$ cat src/rtl/mc_cu_pkg.sv
// Shared types and encodings for the multi-cycle MIPS control unit.
package mc_cu_pkg;

    localparam int unsigned STATE_W    = 4;
    localparam int unsigned OP_W       = 6;
    localparam int unsigned FUNCT_W    = 6;
    localparam int unsigned ALU_CODE_W = 4;

    typedef enum logic [STATE_W-1:0] {
        S_FETCH  = 4'd0,
        S_DECODE = 4'd1,
        S_MEMADR = 4'd2,
        S_MEMRD  = 4'd3,
        S_MEMWB  = 4'd4,
        S_MEMWR  = 4'd5,
        S_EXEC   = 4'd6,
        S_ALUWB  = 4'd7,
        S_BRANCH = 4'd8,
        S_ADDIEX = 4'd9,
        S_ADDIWB = 4'd10,
        S_JUMP   = 4'd11,
        S_JAL    = 4'd12,
        S_JR     = 4'd13,
        S_TRAP   = 4'd14
    } state_e;

    localparam logic [OP_W-1:0] OP_RTYPE = 6'h00;
    localparam logic [OP_W-1:0] OP_J     = 6'h02;
    localparam logic [OP_W-1:0] OP_JAL   = 6'h03;
    localparam logic [OP_W-1:0] OP_BEQ   = 6'h04;
    localparam logic [OP_W-1:0] OP_BNE   = 6'h05;
    localparam logic [OP_W-1:0] OP_ADDI  = 6'h08;
    localparam logic [OP_W-1:0] OP_LW    = 6'h23;
    localparam logic [OP_W-1:0] OP_SW    = 6'h2B;

    localparam logic [FUNCT_W-1:0] FUNCT_JR = 6'd13;

    localparam logic [ALU_CODE_W-1:0] ALU_ADD = 4'd0;
    localparam logic [ALU_CODE_W-1:0] ALU_SUB = 4'd1;

    localparam logic [1:0] PCSRC_ALU    = 2'd0;
    localparam logic [1:0] PCSRC_ALUOUT = 2'd1;
    localparam logic [1:0] PCSRC_JUMP   = 2'd2;
    localparam logic [1:0] PCSRC_REGA   = 2'd3;

    localparam logic [1:0] REGDST_RT = 2'd0;
    localparam logic [1:0] REGDST_RD = 2'd1;
    localparam logic [1:0] REGDST_RA = 2'd2;

    localparam logic [1:0] M2R_ALU = 2'd0;
    localparam logic [1:0] M2R_MEM = 2'd1;
    localparam logic [1:0] M2R_PC  = 2'd2;

    localparam logic [1:0] ALUB_REGB = 2'd0;
    localparam logic [1:0] ALUB_FOUR = 2'd1;
    localparam logic [1:0] ALUB_IMM  = 2'd2;
    localparam logic [1:0] ALUB_IMM4 = 2'd3;

endpackage

$ cat src/rtl/mc_alu_decode.sv
// R-type funct to ALU operation decode; flags funct codes beyond the JR slot.
module mc_alu_decode
    import mc_cu_pkg::*;
#(
    parameter int unsigned ALU_CTRL_W = 4
) (
    input  logic [5:0]            funct_i,
    output logic [ALU_CTRL_W-1:0] alu_control_o,
    output logic                  illegal_o
);

    // funct 0..12 pass straight through as the ALU code; 13 is JR, above is illegal
    always_comb begin
        alu_control_o = ALU_CTRL_W'(ALU_ADD);
        illegal_o     = 1'b0;
        if (funct_i > FUNCT_JR) begin
            illegal_o = 1'b1;
        end else if (funct_i != FUNCT_JR) begin
            alu_control_o = ALU_CTRL_W'(funct_i[3:0]);
        end
    end

endmodule

$ cat src/rtl/mc_control_fsm.sv
// Multi-cycle MIPS control FSM. Define MC_MEM_WAIT_EN to expose mem_ready
// and honour memory wait states; otherwise memory is treated as always ready.
module mc_control_fsm
    import mc_cu_pkg::*;
#(
    parameter int unsigned ALU_CTRL_W  = 4,
    parameter int unsigned TRAP_STICKY = 1
) (
    input  logic                  clk,
    input  logic                  rst,
    input  logic [5:0]            opcode,
    input  logic [5:0]            funct,
`ifdef MC_MEM_WAIT_EN
    input  logic                  mem_ready,
`endif
    output logic                  mem_req,
    output logic                  iord,
    output logic                  mem_write,
    output logic                  ir_write,
    output logic                  pc_write,
    output logic                  reg_write,
    output logic                  branch,
    output logic                  branch_ne,
    output logic [1:0]            pc_src,
    output logic                  alu_src_a,
    output logic [1:0]            alu_src_b,
    output logic [ALU_CTRL_W-1:0] alu_control,
    output logic [1:0]            reg_dst,
    output logic [1:0]            mem2reg,
    output logic                  trap,
    output logic [3:0]            state_o
);

    state_e                state_q;
    state_e                state_d;
    logic                  mem_rdy;
    logic [ALU_CTRL_W-1:0] dec_alu;
    logic                  dec_illegal;

`ifdef MC_MEM_WAIT_EN
    assign mem_rdy = mem_ready;
`else
    assign mem_rdy = 1'b1;
`endif

    mc_alu_decode #(
        .ALU_CTRL_W(ALU_CTRL_W)
    ) u_alu_decode (
        .funct_i      (funct),
        .alu_control_o(dec_alu),
        .illegal_o    (dec_illegal)
    );

    // State register with synchronous reset into FETCH
    always_ff @(posedge clk) begin
        if (rst) begin
            state_q <= S_FETCH;
        end else begin
            state_q <= state_d;
        end
    end

    // Next-state and Moore output decode; everything forced low while in reset
    always_comb begin
        state_d     = state_q;
        mem_req     = 1'b0;
        iord        = 1'b0;
        mem_write   = 1'b0;
        ir_write    = 1'b0;
        pc_write    = 1'b0;
        reg_write   = 1'b0;
        branch      = 1'b0;
        branch_ne   = 1'b0;
        pc_src      = PCSRC_ALU;
        alu_src_a   = 1'b0;
        alu_src_b   = ALUB_REGB;
        alu_control = ALU_CTRL_W'(ALU_ADD);
        reg_dst     = REGDST_RT;
        mem2reg     = M2R_ALU;
        trap        = 1'b0;
        state_o     = 4'd0;

        if (!rst) begin
            state_o = 4'(state_q);
            unique case (state_q)
                S_FETCH: begin
                    mem_req   = 1'b1;
                    alu_src_b = ALUB_FOUR;
                    ir_write  = mem_rdy;
                    pc_write  = mem_rdy;
                    if (mem_rdy) state_d = S_DECODE;
                end
                S_DECODE: begin
                    alu_src_b = ALUB_IMM4;
                    unique case (opcode)
                        OP_LW, OP_SW:    state_d = S_MEMADR;
                        OP_RTYPE:        state_d = (funct == FUNCT_JR) ? S_JR : S_EXEC;
                        OP_BEQ, OP_BNE:  state_d = S_BRANCH;
                        OP_ADDI:         state_d = S_ADDIEX;
                        OP_J:            state_d = S_JUMP;
                        OP_JAL:          state_d = S_JAL;
                        default:         state_d = S_TRAP;
                    endcase
                end
                S_MEMADR: begin
                    alu_src_a = 1'b1;
                    alu_src_b = ALUB_IMM;
                    state_d   = (opcode == OP_LW) ? S_MEMRD : S_MEMWR;
                end
                S_MEMRD: begin
                    iord    = 1'b1;
                    mem_req = 1'b1;
                    if (mem_rdy) state_d = S_MEMWB;
                end
                S_MEMWB: begin
                    reg_write = 1'b1;
                    mem2reg   = M2R_MEM;
                    reg_dst   = REGDST_RT;
                    state_d   = S_FETCH;
                end
                S_MEMWR: begin
                    iord      = 1'b1;
                    mem_req   = 1'b1;
                    mem_write = 1'b1;
                    if (mem_rdy) state_d = S_FETCH;
                end
                S_EXEC: begin
                    alu_src_a   = 1'b1;
                    alu_src_b   = ALUB_REGB;
                    alu_control = dec_alu;
                    state_d     = dec_illegal ? S_TRAP : S_ALUWB;
                end
                S_ALUWB: begin
                    reg_write = 1'b1;
                    reg_dst   = REGDST_RD;
                    mem2reg   = M2R_ALU;
                    state_d   = S_FETCH;
                end
                S_BRANCH: begin
                    alu_src_a   = 1'b1;
                    alu_control = ALU_CTRL_W'(ALU_SUB);
                    pc_src      = PCSRC_ALUOUT;
                    branch      = (opcode == OP_BEQ);
                    branch_ne   = (opcode == OP_BNE);
                    state_d     = S_FETCH;
                end
                S_ADDIEX: begin
                    alu_src_a = 1'b1;
                    alu_src_b = ALUB_IMM;
                    state_d   = S_ADDIWB;
                end
                S_ADDIWB: begin
                    reg_write = 1'b1;
                    reg_dst   = REGDST_RT;
                    state_d   = S_FETCH;
                end
                S_JUMP: begin
                    pc_src   = PCSRC_JUMP;
                    pc_write = 1'b1;
                    state_d  = S_FETCH;
                end
                S_JAL: begin
                    pc_src    = PCSRC_JUMP;
                    pc_write  = 1'b1;
                    reg_write = 1'b1;
                    reg_dst   = REGDST_RA;
                    mem2reg   = M2R_PC;
                    state_d   = S_FETCH;
                end
                S_JR: begin
                    pc_src   = PCSRC_REGA;
                    pc_write = 1'b1;
                    state_d  = S_FETCH;
                end
                S_TRAP: begin
                    trap = 1'b1;
                    if (TRAP_STICKY == 0) state_d = S_FETCH;
                end
                default: state_d = S_FETCH;
            endcase
        end
    end

endmodule

$ cat config.mk
export PLATFORM = sky130hd
export DESIGN_NAME = mc_control_fsm
export DESIGN_NICKNAME = d
export VERILOG_FILES = /design/src/rtl/mc_cu_pkg.sv /design/src/rtl/mc_alu_decode.sv /design/src/rtl/mc_control_fsm.sv
export SDC_FILE = /design/constraint.sdc
export NUM_CORES = 1
export LEC_CHECK = 0
export BUFFER_PORTS_ARGS = -buffer_cell sky130_fd_sc_hd__buf_2
export CAP_MARGIN = 10
export CORE_MARGIN = 2
export CORE_UTILIZATION = 50
export CTS_BUF_LIST = sky130_fd_sc_hd__clkbuf_8
export DETAILED_ROUTE_END_ITERATION = 7
export PLACE_DENSITY = 0.88
export SYNTH_ARGS = -nofsm -noshare
export SYNTH_HDL_FRONTEND = slang
export SYNTH_HIERARCHICAL = 1
export SYNTH_SLANG_ARGS = --single-unit
$ cat constraint.sdc
create_clock -name clk -period 4.6 [get_ports clk]
set_clock_uncertainty 0.15 [all_clocks]
set_input_delay 0.69 -clock clk [delete_from_list [all_inputs] [get_ports clk]]
set_output_delay 0.69 -clock clk [all_outputs]
set_load 0.02 [all_outputs]
==> metrics.md, run 1 <==
| Metric | Value |
|---|---|
| Fmax | `around 370 MHz` |
| Register area share after synthesis | `about a tenth` |
| Post-route cell area | `990 sq um` |
| Largest family of logic cells by synthesized area | `simple AND/OR/NAND/NOR gates` |
| Row count | `14` |
| Crit-path max FO | `18` |
| Area growth from synthesis to layout | `29.2%` |
| Hold Path Class | `flip-flop to flip-flop` |
| Synth Area in Compound Gates | `between 10% and 20%` |
| Die height | `between 40 and 50 um` |
| Io pins | `40` |
| Post-DP Area | `948 sq um` |
| DIE AREA | `1860 sq um` |
| Routability cong. | `0.867` |
| Total negative slack | `0 ns` |
| # nets final | `about 170` |
| Max Root-Sink Buffers | `2` |
| Vias in the first global route | `758` |
| Crit. End Element | `output pin` |
| Reg with most FFs | `state_q` |
| TritonCTS Buffers | `3` |
| 1st-pass router iterations | `4` |
| First-pass GRT wire length | `about 3.2 mm` |
| Place WS | `1.98 ns` |
| CP arrival | `approximately 1.9 ns` |
| VDD IR-drop max | `about 0.25 mV` |
| Mapped Cells | `about 120` |
| Max reg flops | `4` |
| CTS tree | `yes` |
| Number of routed nets with antenna violations | `0` |
| Cell total after placement | `166` |
| Status | `complete, no violations` |
| GRT Residual Overflow | `0` |
| WL final | `2.03 mm` |
| Most frequent cells in the layout | `buf_2 (39), nor2_1 (14), nor2b_1 (11), nand2_1 (11), and3_1 (9)` |
| FFs w/ async S/R, synth | `0%` |
| Core area | `approximately 1500 sq um` |
| Final Hold Viols | `0` |
| Setup Viol. Count Final | `0` |
| DIE WIDTH | `around 43 um` |
| Layout cells sized above 1 | `between 30% and 40%` |
| Leading register cell type out of synthesis | `dfxtp_1` |
| XOR/XNOR share of the synthesized area | `about 2.3%` |
| Setup ws final | `around 1.9 ns` |
| All-layer global routing usage | `21.7%` |
| Vias per inst | `5.82` |
| Initial antenna violation count | `0` |
| Biggest regs | `state_q: 4 flops` |
| Number of synthesized register bits | `4` |
| Synth Warn # | `6` |
| WHS | `0.632 ns` |
| Syn_nets | `132` |
| DRT iter0 DRCs | `35` |
| Avg Cell Area, Syn | `around 6.5 sq um` |
| Synthesized area | `766 sq um` |
| Actual slew at the worst max-slew pin | `approximately 0.65 ns` |
| Largest net degree at the start of global routing | `21` |
| Power per cell area | `439 nW/um^2` |
| # H-tree levels | `1` |
| Initial core utilization | `between 50 and 60%` |
| Count of pins over their slew limit | `0` |
| Num Clock Sinks | `4` |
| Clk slew on worst S/H paths | `0.03 ns` |
| Post-Synth Adder-Cell Area | `0%` |
| CP Class | `flip-flop to output pin` |
| RSZ-0062 raised after global routing | `false` |
| CTS Hold Bufs | `0` |
| Setup repair bufs after CTS | `0` |
| Final worst-path cycle share | `about three fifths` |
| Clk root buf | `clkbuf_8` |
| Multiplexer share of the synthesized area | `between 2 and 3%` |
| Startpoint types | `flip-flop` |
| Drt drc | `0` |
| WL/cell | `between 10 and 15 um` |
| Antenna diodes | `0` |
| MaxCap Viol Count | `0` |
| Most common cell after layout, fill and taps aside | `buf_2` |
| Simple-gate area share of the yosys netlist | `60.3%` |
| Post-synth EDFFs | `0` |
| Slew HR | `a little under three fifths` |
| Unique masters post-synth | `a little over 40` |
| Post-layout min period | `2.70 ns` |
| DR vias | `984` |
| Count of cells resized by post-cts repair | `0` |
| Crit path required time | `3.76 ns` |
| Static Leak | `approximately 0.5 nW` |
| Hpwl dp | `1.62 mm` |
| Clk Latency, worst-skew pair | `between 0.2 and 0.25 ns` |
| Final Non-Filler Cells | `169` |
| Buffers on Ports | `39` |
[cell type report]
cell class	count	area (sq um)
Multi-Input combinational cell	105	646
Fill cell	136	482
Timing Repair Buffer	39	195
Sequential cell	4	80.1
Clock buffer	3	41.3
Tap cell	16	20.0
Inverter	2	7.51
[layer usage]
metal | vias to the layer above | global-route usage (%) | wire (um)
li1 | 491 | - | -
met1 | 441 | 28.1 | 845
met2 | 52 | 38.8 | 1010
met3 | 0 | 2.98 | 180
met4 | 0 | 2.42 | 0
met5 | - | 0 | 0
[cells by family (layout without fill, tap and decap cells)]
family | count (synthesis) | after routing
buffers and inverters | 9 | 44
DFF | 4 | 4
and+or+nand+nor | 80 | 80
xor gates and xnor gates | 2 | 2
AOI/OAI and AO/OA | 21 | 21
muxes | 2 | 2
[stage by stage]
step / utilization [%] / total power [mW]
6_report: 67.3 / 0.435
5_1_grt: 67.3 / 0.468
4_1_cts: 67.3 / 0.435
3_5_place_dp: 64.5 / 0.359
3_3_place_gp: 64.5 / 0.353
2_1_floorplan: - / 0.290
[final timing paths]
| check | from | end | slack [ns] | cells past startpoint |
|---|---|---|---|---|
| worst max-delay path | state_q[3]$_SDFFE_PP0P_ | branch_ne | 1.90 | 5 |
| worst min-delay path | state_q[0]$_SDFFE_PP0P_ | state_q[2]$_SDFFE_PP0P_ | 0.63 | 2 |
| worst max register to register | state_q[2]$_SDFFE_PP0P_ | state_q[1]$_SDFFE_PP0P_ | 2.79 | 4 |
| worst min register to register | state_q[0]$_SDFFE_PP0P_ | state_q[2]$_SDFFE_PP0P_ | 0.63 | 2 |
[critical path, stage by stage (launching register included)]
cell      delay, ns
dfxtp_1        0.66
nand2b_1       0.18
or2_2          0.35
nor2_1         0.14
and3_1         0.16
buf_2          0.15
[power breakdown]
| part | switching [mW] | internal [mW] | total (mW) |
|---|---|---|---|
| clock network | 0.0182 | 0.0558 | 0.0740 |
| logic | 0.154 | 0.108 | 0.262 |
| registers | 0.0508 | 0.0479 | 0.0987 |
| total | 0.223 | 0.211 | 0.435 |
[synth_stat cells (3+ instances only)]
master | number | area share, %
nor2_1 | 14 | 6.9
and2_1 | 4 | 3.3
nand2_1 | 11 | 5.4
nor2b_1 | 11 | 9.0
nand3_1 | 3 | 2.0
clkbuf_1 | 4 | 2.0
nor3_1 | 7 | 4.6
o21ai_0 | 4 | 2.6
dfxtp_1 | 4 | 10
a21oi_1 | 3 | 2.0
and3_1 | 9 | 7.4
a211oi_1 | 3 | 2.9
nand2b_1 | 8 | 6.5
Power figures use the tool's default switching activity.
==> run 2, diff against run 1 <==
--- a/config.mk
+++ b/config.mk
@@ -5,13 +5,14 @@
 export SDC_FILE = /design/constraint.sdc
 export NUM_CORES = 1
 export LEC_CHECK = 0
+export ABC_AREA = 1
 export BUFFER_PORTS_ARGS = -buffer_cell sky130_fd_sc_hd__buf_2
 export CAP_MARGIN = 10
 export CORE_MARGIN = 2
-export CORE_UTILIZATION = 50
+export CORE_UTILIZATION = 46
 export CTS_BUF_LIST = sky130_fd_sc_hd__clkbuf_8
 export DETAILED_ROUTE_END_ITERATION = 7
-export PLACE_DENSITY = 0.88
+export PLACE_DENSITY = 0.83
 export SYNTH_ARGS = -nofsm -noshare
 export SYNTH_HDL_FRONTEND = slang
 export SYNTH_HIERARCHICAL = 1
==> constraint.sdc (replaced) <==
create_clock -name clk -period 2.5 [get_ports clk]
set_clock_uncertainty 0.15 [all_clocks]
set_input_delay 0.375 -clock clk [delete_from_list [all_inputs] [get_ports clk]]
set_output_delay 0.375 -clock clk [all_outputs]
set_load 0.02 [all_outputs]
==> run 2 against run 1 <==
First-iteration DRC count decreased by 29%. Non-clock buffer count unchanged. Register-to-register slack got worse by 1.7 ns. Largest cell class unchanged. Area after synthesis decreased by 1.8%. Via count increased by 7.8%. Total power increased by 72%.
==> metrics.md, run 2 <==
| Metric | Value |
|---|---|
| Crit-path max FO | `5 (-13)` |
| Fmax | `approximately 500 MHz` |
| # nets final | `212 (+25%)` |
| First-pass GRT wire length | `3.55 mm (+9.8%)` |
| WHS Path Cells | `7 (+5)` |
| Reg with most FFs | `state_q` |
| Leading register cell type out of synthesis | `dfxtp_1` |
| MaxCap Viol Count | `0 (unchanged)` |
| Initial core utilization | `49.3% (-2.7 points)` |
| Most common cell after layout, fill and taps aside | `nand2_1` |
| Crit path cell chain | `inv_1 -> nor2_2 -> nand2_1 -> nand2_2 -> o21ai_0 -> nand2_1 -> buf_2` |
| Cell total after placement | `209 (+26%)` |
| Actual slew at the worst max-slew pin | `0.243 ns (-0.408 ns)` |
| Final Hold Viols | `0 (unchanged)` |
| GRT Residual Overflow | `0 (unchanged)` |
| Layout cells sized above 1 | `29.6% (-4.4 points)` |
| RSZ-0062 raised after global routing | `false` |
| Register area share after synthesis | `10.6% (+0.19 points)` |
| Num Clock Sinks | `4 (unchanged)` |
| Largest delay share family, worst path | `simple AND/OR/NAND/NOR gates` |
| DR vias | `1,061 (+7.8%)` |
| Crit path largest cell delay | `0.42 ns (-0.24 ns)` |
| WL/cell | `9.84 um (-18%)` |
| Hpwl dp | `1.77 mm (+9.1%)` |
| Sequential share of power | `16.3% (-6.4 points)` |
| 1st-pass router iterations | `4 (unchanged)` |
| Max reg flops | `4 (unchanged)` |
| Reg2reg start | `state_q[0]$_SDFFE_PP0P_` |
| Final Non-Filler Cells | `212 (+25%)` |
| CP Class | `flip-flop to output pin` |
| Drt drc | `0 (unchanged)` |
| Initial antenna violation count | `0 (unchanged)` |
| CP Depth | `7 (+2)` |
| DRT iter0 DRCs | `25 (-29%)` |
| Most frequent cells in the layout | `nand2_1 (44), buf_2 (39), nor2_1 (34)` |
| Post-layout min period | `roughly 2 ns` |
| Status | `complete, no violations` |
| # H-tree levels | `1 (unchanged)` |
| Biggest regs | `state_q: 4 flops` |
| Number of synthesized register bits | `4 (unchanged)` |
| Highest-delay cell along the critical path | `dfxtp_1` |
| Count of cells resized by post-cts repair | `0 (unchanged)` |
| Buffers on Ports | `39 (unchanged)` |
| Cell with the most instances after synthesis | `nand2_1` |
| Die height | `44.4 um (+3.0%)` |
| Startpoint types | `flip-flop` |
| M2 GR Usage | `43.8% (+5.0 points)` |
| Net Switching | `405 uW (+81%)` |
| Max Root-Sink Buffers | `2 (unchanged)` |
| Dominant cell type by area after synthesis | `nand2_1` |
| Post-synth EDFFs | `0 (unchanged)` |
| Synth top area share | `22.0% (+12 points)` |
| R2r setup slk | `1.09 ns (-1.70 ns)` |
| WL final | `2.09 mm (+2.7%)` |
| Slew HR | `83.7% (+28 points)` |
| Setup repair bufs after CTS | `0 (unchanged)` |
| FFs w/ async S/R, synth | `0% (unchanged)` |
| TritonCTS Buffers | `3 (unchanged)` |
| Avg Cell Area, Syn | `4.82 sq um (-26%)` |
| Grt peak-use layer | `met2` |
| Vias in the first global route | `946 (+25%)` |
| Hold Path Class | `input pin to flip-flop` |
| CP arrival | `1.48 ns (-0.38 ns)` |
| Synthesized area | `752 sq um (-1.8%)` |
| Static Leak | `0.640 nW (+28%)` |
| Vias per inst | `5.00 (-14%)` |
| Synth top area cells | `nand2_1 (22%), nor2_1 (17%), inv_1 (13%)` |
| Crit path required time | `1.98 ns (-1.78 ns)` |
| Core area | `1520 sq um (+3.6%)` |
| Clk root buf | `clkbuf_8` |
| Unique masters post-synth | `20 (-51%)` |
| Clk slew on worst S/H paths | `0.03 ns (about the same)` |
| Io pins | `40 (unchanged)` |
| FF-to-FF End | `state_q[3]$_SDFFE_PP0P_` |
| Power Internal | `341 uW (+61%)` |
| Final worst-path cycle share | `80.2%` |
| VDD IR-drop max | `0.297 mV (+20%)` |
| Total negative slack | `0 ns (unchanged)` |
| DIE WIDTH | `44.4 um (+3.0%)` |
| Crit. End Element | `output pin` |
| Number of routed nets with antenna violations | `0 (unchanged)` |
| All-layer global routing usage | `23.2% (+1.5 points)` |
| CTS Hold Bufs | `0 (unchanged)` |
| Met1 global-route usage | `26.5% (-1.6 points)` |
| CTS tree | `yes` |
| Hold Path End | `state_q[2]$_SDFFE_PP0P_` |
| Clk Latency, worst-skew pair | `0.22 ns (about the same)` |
| Post-synth top cells | `nand2_1 (44), nor2_1 (34), inv_1 (27)` |
| Met3 usage | `2.45% (-0.53 points)` |
| Largest net degree at the start of global routing | `17 (-19%)` |
| Routability cong. | `0.922 (+6.4%)` |
| Most frequent CP cell | `nand2_1` |
| Setup Viol. Count Final | `0 (unchanged)` |
| Net Sw Frac | `54.3% (+2.9 points)` |
| Row count | `14 (unchanged)` |
| Synth Warn # | `6 (unchanged)` |
| Antenna diodes | `0 (unchanged)` |
| Comb pwr share | `65.5% (+5.2 points)` |
| Area growth from synthesis to layout | `33.1%` |
| Mapped Cells | `156 (+32%)` |
| Bufs and invs on worst path | `2 (+1)` |
| DIE AREA | `1970 sq um (+6.1%)` |
| Power per cell area | `746 nW/um^2 (+70%)` |
| R2R cell count | `6 (+2)` |
| Count of pins over their slew limit | `0 (unchanged)` |
| Clock power frac | `18.2% (+1.2 points)` |
| HP Start | `opcode[3]` |
| Syn_nets | `170 (+29%)` |
[run 2: worst max path at each step]
stage	from	to	slack, ns
2_1_floorplan	rst	branch_ne	0.32
3_3_place_gp	rst	branch_ne	0.71
3_5_place_dp	rst	branch_ne	0.66
4_1_cts	state_q[0]$_SDFFE_PP0P_	alu_src_a	0.51
5_1_grt	state_q[1]$_SDFFE_PP0P_	alu_control[2]	0.38
6_report	state_q[0]$_SDFFE_PP0P_	alu_src_a	0.50
[run 2: logic make-up after synthesis]
kind of cell	share of synthesized area, %
simple gates	59.9
compound gates	13.5
buf+inv	16.0
flops	10.6
[run 2: worst reg2reg max path: stages (launching register included)]
cell,delay (ns)
dfxtp_1,0.42
inv_1,0.09
nor2_2,0.20
nand2_1,0.11
nor3_1,0.23
o21ai_1,0.08
nand2_1,0.05
[run 2: layout make-up]
cell class,count,area (sq um)
clock buffer,3,41.3
fill,167,523
inverter,30,113
multi-input combinational,120,552
sequential,4,80.1
tap,16,20.0
timing repair buffer,39,195
[run 2: power by group through the flow]
stage | Clock, mW | Combinational, mW | Sequential [mW]
2_1_floorplan | 0 | 0.353 | 0.115
3_3_place_gp | 0 | 0.488 | 0.121
3_5_place_dp | 0 | 0.487 | 0.121
4_1_cts | 0.138 | 0.488 | 0.120
5_1_grt | 0.143 | 0.541 | 0.126
6_report | 0.136 | 0.489 | 0.122
[run 2: per-layer routing]
layer	share of wire, %	wire (um)
met1	41	865
met2	50	1050
met3	7.5	156
met4	0.86	18
met5	0	0
[run 2: through the flow]
stage / worst slack, ns / cell area (sq um) / power [mW] / utilization, % / hold WS (ns)
2_1_floorplan: 0.317 / 752 / 0.468 / - / 0.493
3_3_place_gp: 0.710 / 960 / 0.609 / 63.0 / 0.564
3_5_place_dp: 0.656 / 960 / 0.607 / 63.0 / 0.557
4_1_cts: 0.512 / 1000 / 0.746 / 65.7 / 0.471
5_1_grt: 0.381 / 1000 / 0.810 / 65.7 / 0.515
6_report: 0.496 / 1000 / 0.746 / 65.7 / 0.468
